--- config.mk ---
export PLATFORM = sky130hd
export DESIGN_NAME = mem_port_arbiter_flat
export DESIGN_NICKNAME = d
export VERILOG_FILES = /design/src/rtl/mem_port_arbiter_pkg.sv /design/src/rtl/mem_port_arbiter_if.sv /design/src/rtl/mem_port_arbiter_streak_ctr.sv /design/src/rtl/mem_port_arbiter.sv /design/src/flat_wrapper.sv
export SDC_FILE = /design/constraint.sdc
export NUM_CORES = 1
export LEC_CHECK = 0
export BUFFER_PORTS_ARGS = -buffer_cell sky130_fd_sc_hd__clkbuf_2
export CORE_MARGIN = 5
export CORE_UTILIZATION = 50
export CTS_BUF_LIST = sky130_fd_sc_hd__clkbuf_16
export DETAILED_ROUTE_END_ITERATION = 7
export PLACE_DENSITY = 0.95
export SLEW_MARGIN = 5
export SYNTH_ARGS = -nofsm -noshare
export SYNTH_HDL_FRONTEND = slang
export SYNTH_HIERARCHICAL = 1
export SYNTH_SLANG_ARGS = --single-unit
export TNS_END_PERCENT = 5
--- constraint.sdc ---
create_clock -name clk -period 4.4 [get_ports clk]
set_input_delay 0.66 -clock clk [delete_from_list [all_inputs] [get_ports clk]]
set_output_delay 0.66 -clock clk [all_outputs]
set_load 0.01 [all_outputs]
--- src/rtl/mem_port_arbiter_pkg.sv ---
// Shared types and constants for the unified-memory port arbiter.
package arb_pkg;

   // Arbiter FSM states.
   typedef enum logic [1:0] {
      IDLE     = 2'd0,
      SERVE_IF = 2'd1,
      SERVE_MA = 2'd2
   } state_t;

   // Access size codes, shared by ma_read, ma_write and mem_size.
   localparam logic [1:0] SZ_NONE = 2'b00;
   localparam logic [1:0] SZ_BYTE = 2'b01;
   localparam logic [1:0] SZ_HALF = 2'b10;
   localparam logic [1:0] SZ_WORD = 2'b11;

   // A data access is active when either the read or the write size is nonzero.
   function automatic logic ma_is_active(input logic [1:0] rd, input logic [1:0] wr);
      return (rd != SZ_NONE) || (wr != SZ_NONE);
   endfunction

endpackage

--- src/rtl/mem_port_arbiter_if.sv ---
// Bundle of the IF/MA requester ports and the memory-side port.
interface mem_port_arbiter_if #(
   parameter int ADDR_W = 32,
   parameter int DATA_W = 32
);
   logic              if_req;
   logic [ADDR_W-1:0] if_addr;
   logic [DATA_W-1:0] if_rdata;
   logic              if_valid;
   logic              if_stall;
   logic [1:0]        ma_read;
   logic [1:0]        ma_write;
   logic [ADDR_W-1:0] ma_addr;
   logic [DATA_W-1:0] ma_wdata;
   logic [DATA_W-1:0] ma_rdata;
   logic              ma_valid;
   logic              ma_stall;
   logic              mem_req;
   logic              mem_we;
   logic [1:0]        mem_size;
   logic [ADDR_W-1:0] mem_addr;
   logic [DATA_W-1:0] mem_wdata;
   logic [DATA_W-1:0] mem_rdata;
   logic              mem_ready;

   // Arbiter side.
   modport slave (
      input  if_req, if_addr, ma_read, ma_write, ma_addr, ma_wdata, mem_rdata, mem_ready,
      output if_rdata, if_valid, if_stall, ma_rdata, ma_valid, ma_stall,
             mem_req, mem_we, mem_size, mem_addr, mem_wdata
   );

   // Environment side: cpu stages and memory model.
   modport master (
      output if_req, if_addr, ma_read, ma_write, ma_addr, ma_wdata, mem_rdata, mem_ready,
      input  if_rdata, if_valid, if_stall, ma_rdata, ma_valid, ma_stall,
             mem_req, mem_we, mem_size, mem_addr, mem_wdata
   );
endinterface

--- src/rtl/mem_port_arbiter_streak_ctr.sv ---
// Saturating count of consecutive MA grants made while IF was waiting.
module arb_streak_ctr #(
   parameter int MAX_MA_STREAK = 4
) (
   input  logic clk,
   input  logic reset,
   input  logic inc,
   input  logic clr,
   output logic sat
);
   localparam int CW = $clog2(MAX_MA_STREAK + 1);

   logic [CW-1:0] count_r;

   // Clear wins over increment; increment stops at the saturation value.
   always_ff @(posedge clk or negedge reset) begin
      if (!reset) begin
         count_r <= '0;
      end else if (clr) begin
         count_r <= '0;
      end else if (inc && (count_r < CW'(MAX_MA_STREAK))) begin
         count_r <= count_r + CW'(1);
      end else begin
         count_r <= count_r;
      end
   end

   assign sat = (count_r >= CW'(MAX_MA_STREAK));
endmodule

--- src/rtl/mem_port_arbiter.sv ---
// Two-requester arbiter (instruction fetch vs data access) for one memory port.
module mem_port_arbiter
   import arb_pkg::*;
#(
   parameter int ADDR_W        = 32,
   parameter int DATA_W        = 32,
   parameter int MAX_MA_STREAK = 4
) (
   input logic           clk,
   input logic           reset,
   mem_port_arbiter_if.slave bus
);
   state_t            state_r;
   logic              mem_req_r;
   logic              mem_we_r;
   logic [1:0]        mem_size_r;
   logic [ADDR_W-1:0] mem_addr_r;
   logic [DATA_W-1:0] mem_wdata_r;
   logic [DATA_W-1:0] if_rdata_r;
   logic [DATA_W-1:0] ma_rdata_r;
   logic              if_valid_r;
   logic              ma_valid_r;

   logic              ma_active_s;
   logic              ma_is_write_s;
   logic [1:0]        ma_size_s;
   logic              if_cand_s;
   logic              ma_cand_s;
   logic              grant_if_s;
   logic              grant_ma_s;
   logic              sat_s;

   assign ma_active_s   = ma_is_active(bus.ma_read, bus.ma_write);
   assign ma_is_write_s = (bus.ma_write != SZ_NONE);
   assign ma_size_s     = ma_is_write_s ? bus.ma_write : bus.ma_read;

   // A requester seeing its own valid this cycle is still holding a finished request.
   assign if_cand_s = bus.if_req & ~if_valid_r;
   assign ma_cand_s = ma_active_s & ~ma_valid_r;

   // Arbitrate in IDLE: MA has priority unless IF has waited through a full streak.
   always_comb begin
      grant_if_s = 1'b0;
      grant_ma_s = 1'b0;
      if (state_r == IDLE) begin
         grant_ma_s = ma_cand_s & (~if_cand_s | ~sat_s);
         grant_if_s = if_cand_s & ~grant_ma_s;
      end else begin
         grant_if_s = 1'b0;
         grant_ma_s = 1'b0;
      end
   end

   arb_streak_ctr #(.MAX_MA_STREAK(MAX_MA_STREAK)) u_streak (
      .clk   (clk),
      .reset (reset),
      .inc   (grant_ma_s & bus.if_req),
      .clr   (grant_if_s),
      .sat   (sat_s)
   );

   // Main FSM: latch the winner's fields on grant, capture read data on mem_ready.
   always_ff @(posedge clk or negedge reset) begin
      if (!reset) begin
         state_r     <= IDLE;
         mem_req_r   <= 1'b0;
         mem_we_r    <= 1'b0;
         mem_size_r  <= SZ_NONE;
         mem_addr_r  <= '0;
         mem_wdata_r <= '0;
         if_rdata_r  <= '0;
         ma_rdata_r  <= '0;
         if_valid_r  <= 1'b0;
         ma_valid_r  <= 1'b0;
      end else begin
         if_valid_r <= 1'b0;
         ma_valid_r <= 1'b0;
         case (state_r)
            IDLE: begin
               if (grant_if_s) begin
                  state_r     <= SERVE_IF;
                  mem_req_r   <= 1'b1;
                  mem_we_r    <= 1'b0;
                  mem_size_r  <= SZ_WORD;
                  mem_addr_r  <= bus.if_addr;
                  mem_wdata_r <= '0;
               end else if (grant_ma_s) begin
                  state_r     <= SERVE_MA;
                  mem_req_r   <= 1'b1;
                  mem_we_r    <= ma_is_write_s;
                  mem_size_r  <= ma_size_s;
                  mem_addr_r  <= bus.ma_addr;
                  mem_wdata_r <= bus.ma_wdata;
               end else begin
                  state_r <= IDLE;
               end
            end
            SERVE_IF: begin
               if (bus.mem_ready) begin
                  state_r     <= IDLE;
                  if_rdata_r  <= bus.mem_rdata;
                  if_valid_r  <= 1'b1;
                  mem_req_r   <= 1'b0;
                  mem_we_r    <= 1'b0;
                  mem_size_r  <= SZ_NONE;
                  mem_addr_r  <= '0;
                  mem_wdata_r <= '0;
               end else begin
                  state_r <= SERVE_IF;
               end
            end
            SERVE_MA: begin
               if (bus.mem_ready) begin
                  state_r <= IDLE;
                  if (!mem_we_r) begin
                     ma_rdata_r <= bus.mem_rdata;
                  end else begin
                     ma_rdata_r <= ma_rdata_r;
                  end
                  ma_valid_r  <= 1'b1;
                  mem_req_r   <= 1'b0;
                  mem_we_r    <= 1'b0;
                  mem_size_r  <= SZ_NONE;
                  mem_addr_r  <= '0;
                  mem_wdata_r <= '0;
               end else begin
                  state_r <= SERVE_MA;
               end
            end
            default: begin
               state_r   <= IDLE;
               mem_req_r <= 1'b0;
            end
         endcase
      end
   end

   assign bus.mem_req   = mem_req_r;
   assign bus.mem_we    = mem_we_r;
   assign bus.mem_size  = mem_size_r;
   assign bus.mem_addr  = mem_addr_r;
   assign bus.mem_wdata = mem_wdata_r;
   assign bus.if_rdata  = if_rdata_r;
   assign bus.ma_rdata  = ma_rdata_r;
   assign bus.if_valid  = if_valid_r;
   assign bus.ma_valid  = ma_valid_r;

   // Stalls are combinational but forced low while reset is asserted.
   assign bus.if_stall = reset & bus.if_req & ~if_valid_r;
   assign bus.ma_stall = reset & ma_active_s & ~ma_valid_r;
endmodule

--- src/flat_wrapper.sv ---
// flat-port wrapper written by rule: the top's interface ports become plain ports
module mem_port_arbiter_flat import arb_pkg::*;
#(
   parameter int ADDR_W        = 32,
   parameter int DATA_W        = 32,
   parameter int MAX_MA_STREAK = 4
)
  (clk, reset, bus_if_req, bus_if_addr, bus_ma_read, bus_ma_write, bus_ma_addr, bus_ma_wdata, bus_mem_rdata, bus_mem_ready, bus_if_rdata, bus_if_valid, bus_if_stall, bus_ma_rdata, bus_ma_valid, bus_ma_stall, bus_mem_req, bus_mem_we, bus_mem_size, bus_mem_addr, bus_mem_wdata);
  mem_port_arbiter_if #(.ADDR_W(ADDR_W), .DATA_W(DATA_W)) bus_i ();
  input logic clk;
  input logic reset;
  input wire logic [$bits(bus_i.if_req)-1:0] bus_if_req;
  input wire logic [$bits(bus_i.if_addr)-1:0] bus_if_addr;
  input wire logic [$bits(bus_i.ma_read)-1:0] bus_ma_read;
  input wire logic [$bits(bus_i.ma_write)-1:0] bus_ma_write;
  input wire logic [$bits(bus_i.ma_addr)-1:0] bus_ma_addr;
  input wire logic [$bits(bus_i.ma_wdata)-1:0] bus_ma_wdata;
  input wire logic [$bits(bus_i.mem_rdata)-1:0] bus_mem_rdata;
  input wire logic [$bits(bus_i.mem_ready)-1:0] bus_mem_ready;
  output wire logic [$bits(bus_i.if_rdata)-1:0] bus_if_rdata;
  output wire logic [$bits(bus_i.if_valid)-1:0] bus_if_valid;
  output wire logic [$bits(bus_i.if_stall)-1:0] bus_if_stall;
  output wire logic [$bits(bus_i.ma_rdata)-1:0] bus_ma_rdata;
  output wire logic [$bits(bus_i.ma_valid)-1:0] bus_ma_valid;
  output wire logic [$bits(bus_i.ma_stall)-1:0] bus_ma_stall;
  output wire logic [$bits(bus_i.mem_req)-1:0] bus_mem_req;
  output wire logic [$bits(bus_i.mem_we)-1:0] bus_mem_we;
  output wire logic [$bits(bus_i.mem_size)-1:0] bus_mem_size;
  output wire logic [$bits(bus_i.mem_addr)-1:0] bus_mem_addr;
  output wire logic [$bits(bus_i.mem_wdata)-1:0] bus_mem_wdata;
  assign bus_i.if_req = bus_if_req;
  assign bus_i.if_addr = bus_if_addr;
  assign bus_i.ma_read = bus_ma_read;
  assign bus_i.ma_write = bus_ma_write;
  assign bus_i.ma_addr = bus_ma_addr;
  assign bus_i.ma_wdata = bus_ma_wdata;
  assign bus_i.mem_rdata = bus_mem_rdata;
  assign bus_i.mem_ready = bus_mem_ready;
  assign bus_if_rdata = bus_i.if_rdata;
  assign bus_if_valid = bus_i.if_valid;
  assign bus_if_stall = bus_i.if_stall;
  assign bus_ma_rdata = bus_i.ma_rdata;
  assign bus_ma_valid = bus_i.ma_valid;
  assign bus_ma_stall = bus_i.ma_stall;
  assign bus_mem_req = bus_i.mem_req;
  assign bus_mem_we = bus_i.mem_we;
  assign bus_mem_size = bus_i.mem_size;
  assign bus_mem_addr = bus_i.mem_addr;
  assign bus_mem_wdata = bus_i.mem_wdata;
  mem_port_arbiter #(.ADDR_W(ADDR_W), .DATA_W(DATA_W), .MAX_MA_STREAK(MAX_MA_STREAK)) u_core (.clk(clk), .reset(reset), .bus(bus_i));
endmodule
==> out/qor.yml <==
r2r-end: "u_core/bus.mem_wdata[30]$_DFFE_PN0P_"
wl_um: 15300
rsz0062_at_grt: "no"
place.gp.congestion: 0.831
criticalPathCategory: "register to register"
hold_class: "input pin to asynchronous set/reset pin"
worst_ep_arrival_time_ps: 2940
drcViolationCount: 0
antenna_found_initial: 0
cts_tree: "built"
initial_utilization_pct: 51.6
overflow: 0
synth_common_cells: "139 x dfrtp_1, 65 x mux2_2, 34 x o2bb2ai_1, 32 x a22o_1, 32 x mux2i_1"
wl_per_cell_um: 19.1
peakVddDrop_mv: 0.547
synth-seq-cells: 139
syn_inst: 380
status: "complete, no violations"
cts.sinks: 139
htreeDepth: 4
setup_slack_ps: 1790
reg2regPathDepth: 6
cts_made_buffers: 17
cp_num_cells: 6
totalPowerFinal_mw: 5.97
synth_nets: 522
cts_setup_buffers: 0
vias_per_cell: 5.26
max_slew_margin_pct: 15.6
ys_warn_count: 6
clk_pin_slew_ps: 60
period_share_pct: 59.2
die_area_um2: 13600
grt_pass1_vias: 4690
post-route-min-period_ps: 2610
cp_num_buf_inv: 2
path_common_cell: "inv_1"
syn2layout_area_growth_pct: 36.1
maxCapViolations: 0
crit_chain: "inv_1 -> ha_1 -> inv_1 -> a2111o_1 -> nor2_2 -> a22o_1"
port_buffers: 271
ios: 272
p_per_area_nw_per_um2: 774
crit_path_start_kind: "register"
core_area_um2: 11000
track_usage_pct: 23.3
fmax_mhz: 384
r2r_slack_ps: 1790
grt_start_max_net_pins: 84
synth_area_leaders: "dfrtp_1 61%, mux2_2 13%, mux2i_1 5.7%"
finalMaxSlewViolations: 0
yosysSeqAreaShare_pct: 61.4
power.leakage_nw: 3.97
finalHoldViolCount: 0
yosysMostFrequentCell: "dfrtp_1"
synth.distinct_cells: 34
synth_edf_count: 0
synth_top_area_share_pct: 61.4
path_delay_family: "simple AND/OR/NAND/NOR gates"
r2r-start: "u_core/state_r[0]$_DFF_PN0_"
place_ws_ps: 1600
fin_skew_ps: 12.9
die_h_um: 116
drt_pass1_iterations: 4
critPathMaxStageDelay_ps: 960
ant_nets: 0
syn_avg_cell_area_um2: 14.9
drive_above_1_share_pct: 57.0
vias: 4222
ctsResizeCount: 0
tightest_slew_ps: 1260
cp_max_fo: 32
crit_slowest_cell: "nor2_2"
hpwl_um: 11600
worstSkewPairLatency_ps: 410
first_iter_violations: 206
nFillCells: 764
setup_tns_ps: 0
row_count: 38
clock_path_buffers: 2
cts_hold_buf: 0
crit_path_end_kind: "register"
yosys.area.top_type: "dfrtp_1"
async_flop_share_pct: 100
die_w_um: 116
grt_pass1_wl_um: 24200
cp_data_required_time_ps: 4730
n_antenna_cell: 0
finalNetCount: 792
synth_area_um2: 5660
synthFlopType: "dfrtp_1"
cts_root_buf: "clkbuf_16"
setup_viol: 0
## worst max path at each step
stage / from / to / slack, ps
after floorplan: bus_ma_read[1] / u_core/u_streak/count_r[0]$_DFFE_PN0P_ / 2500
after global placement: bus_ma_read[1] / u_core/bus.mem_addr[24]$_DFFE_PN0P_ / 1690
after detailed placement: bus_ma_read[1] / u_core/bus.mem_addr[0]$_DFFE_PN0P_ / 1600
after CTS: u_core/state_r[1]$_DFF_PN0_ / u_core/bus.mem_wdata[31]$_DFFE_PN0P_ / 1830
after global routing: u_core/state_r[1]$_DFF_PN0_ / u_core/bus.mem_wdata[31]$_DFFE_PN0P_ / 1630
final: u_core/state_r[0]$_DFF_PN0_ / u_core/bus.mem_wdata[30]$_DFFE_PN0P_ / 1790
## sequential cells by signal, indices dropped and copies added, names as in the netlist
signal	flops
u_core/bus.mem_size	2
u_core/bus.ma_rdata	32
u_core/bus.mem_wdata	32
u_core/bus.if_valid	1
u_core/bus.if_rdata	32
u_core/bus.mem_addr	32
u_core/bus.ma_valid	1
u_core/bus.mem_req	1
u_core/state_r	2
u_core/u_streak/count_r	3
u_core/bus.mem_we	1
## layout by cell type (no fill, tap or decap), types with 2 or more instances in the layout
| cell | n |
|---|---|
| clkbuf_2 | 270 |
| dfrtp_1 | 139 |
| mux2_2 | 65 |
| o2bb2ai_1 | 34 |
| a22o_1 | 32 |
| mux2i_1 | 32 |
| clkbuf_16 | 17 |
| inv_1 | 10 |
| a21oi_1 | 6 |
| ha_1 | 6 |
| bufinv_16 | 5 |
| nor2_1 | 5 |
| buf_4 | 5 |
| nor2b_1 | 4 |
| clkinvlp_4 | 3 |
| and2_1 | 3 |
| nor3_1 | 3 |
| clkinv_4 | 2 |
| inv_6 | 2 |
| clkinv_2 | 2 |
| nand2_1 | 2 |
| nand2b_1 | 2 |
## power by group
| group | internal [mW] | switching [mW] |
|---|---|---|
| Combinational | 1.05 | 1.25 |
| Sequential | 1.82 | 0.304 |
| Clock | 1.01 | 0.542 |
## per-stage QoR
stage | util [%] | std cells | hold WS, ps | area [um2]
finish | 70.2 | 803 | 279 | 7710
CTS | 70.2 | 803 | 309 | 7710
global route | 70.2 | 803 | 341 | 7710
detailed placement | 64.3 | 771 | 474 | 7060
floorplan | - | 380 | 364 | 5660
global placement | 64.3 | 771 | 470 | 7060
## cells by family (layout without fill, tap and decap cells)
kind of cell    after synthesis  in the layout  share of synthesized area, %
flops                       139            139                          61.4
buf+inv                      34            317                          3.89
fa+ha+maj                     6              6                          1.33
mux                          98             98                          18.8
compound gates               78             78                          11.6
simple gates                 25             25                          2.89
## area by class of cell
| cell class | instances | area, um2 | share of cell area (%) |
|---|---|---|---|
| Timing Repair Buffer | 276 | 1400 | 18.2 |
| Clock inverter | 15 | 221 | 2.87 |
| Clock buffer | 17 | 425 | 5.52 |
| Tap cell | 140 | 175 | 2.27 |
| Sequential cell | 139 | 3480 | 45.1 |
| Inverter | 9 | 33.8 | 0.438 |
| Multi-Input combinational cell | 207 | 1970 | 25.6 |
## metal layers
| layer | vias to the layer above | track usage [%] | routed length [um] |
|---|---|---|---|
| li1 | 1945 | - | - |
| met1 | 2065 | 25.3 | 5430 |
| met2 | 194 | 40.8 | 7930 |
| met3 | 18 | 9.90 | 1750 |
| met4 | 0 | 8.12 | 206 |
| met5 | - | 0 | 0 |
No activity file was read; power rests on OpenSTA's default activity.
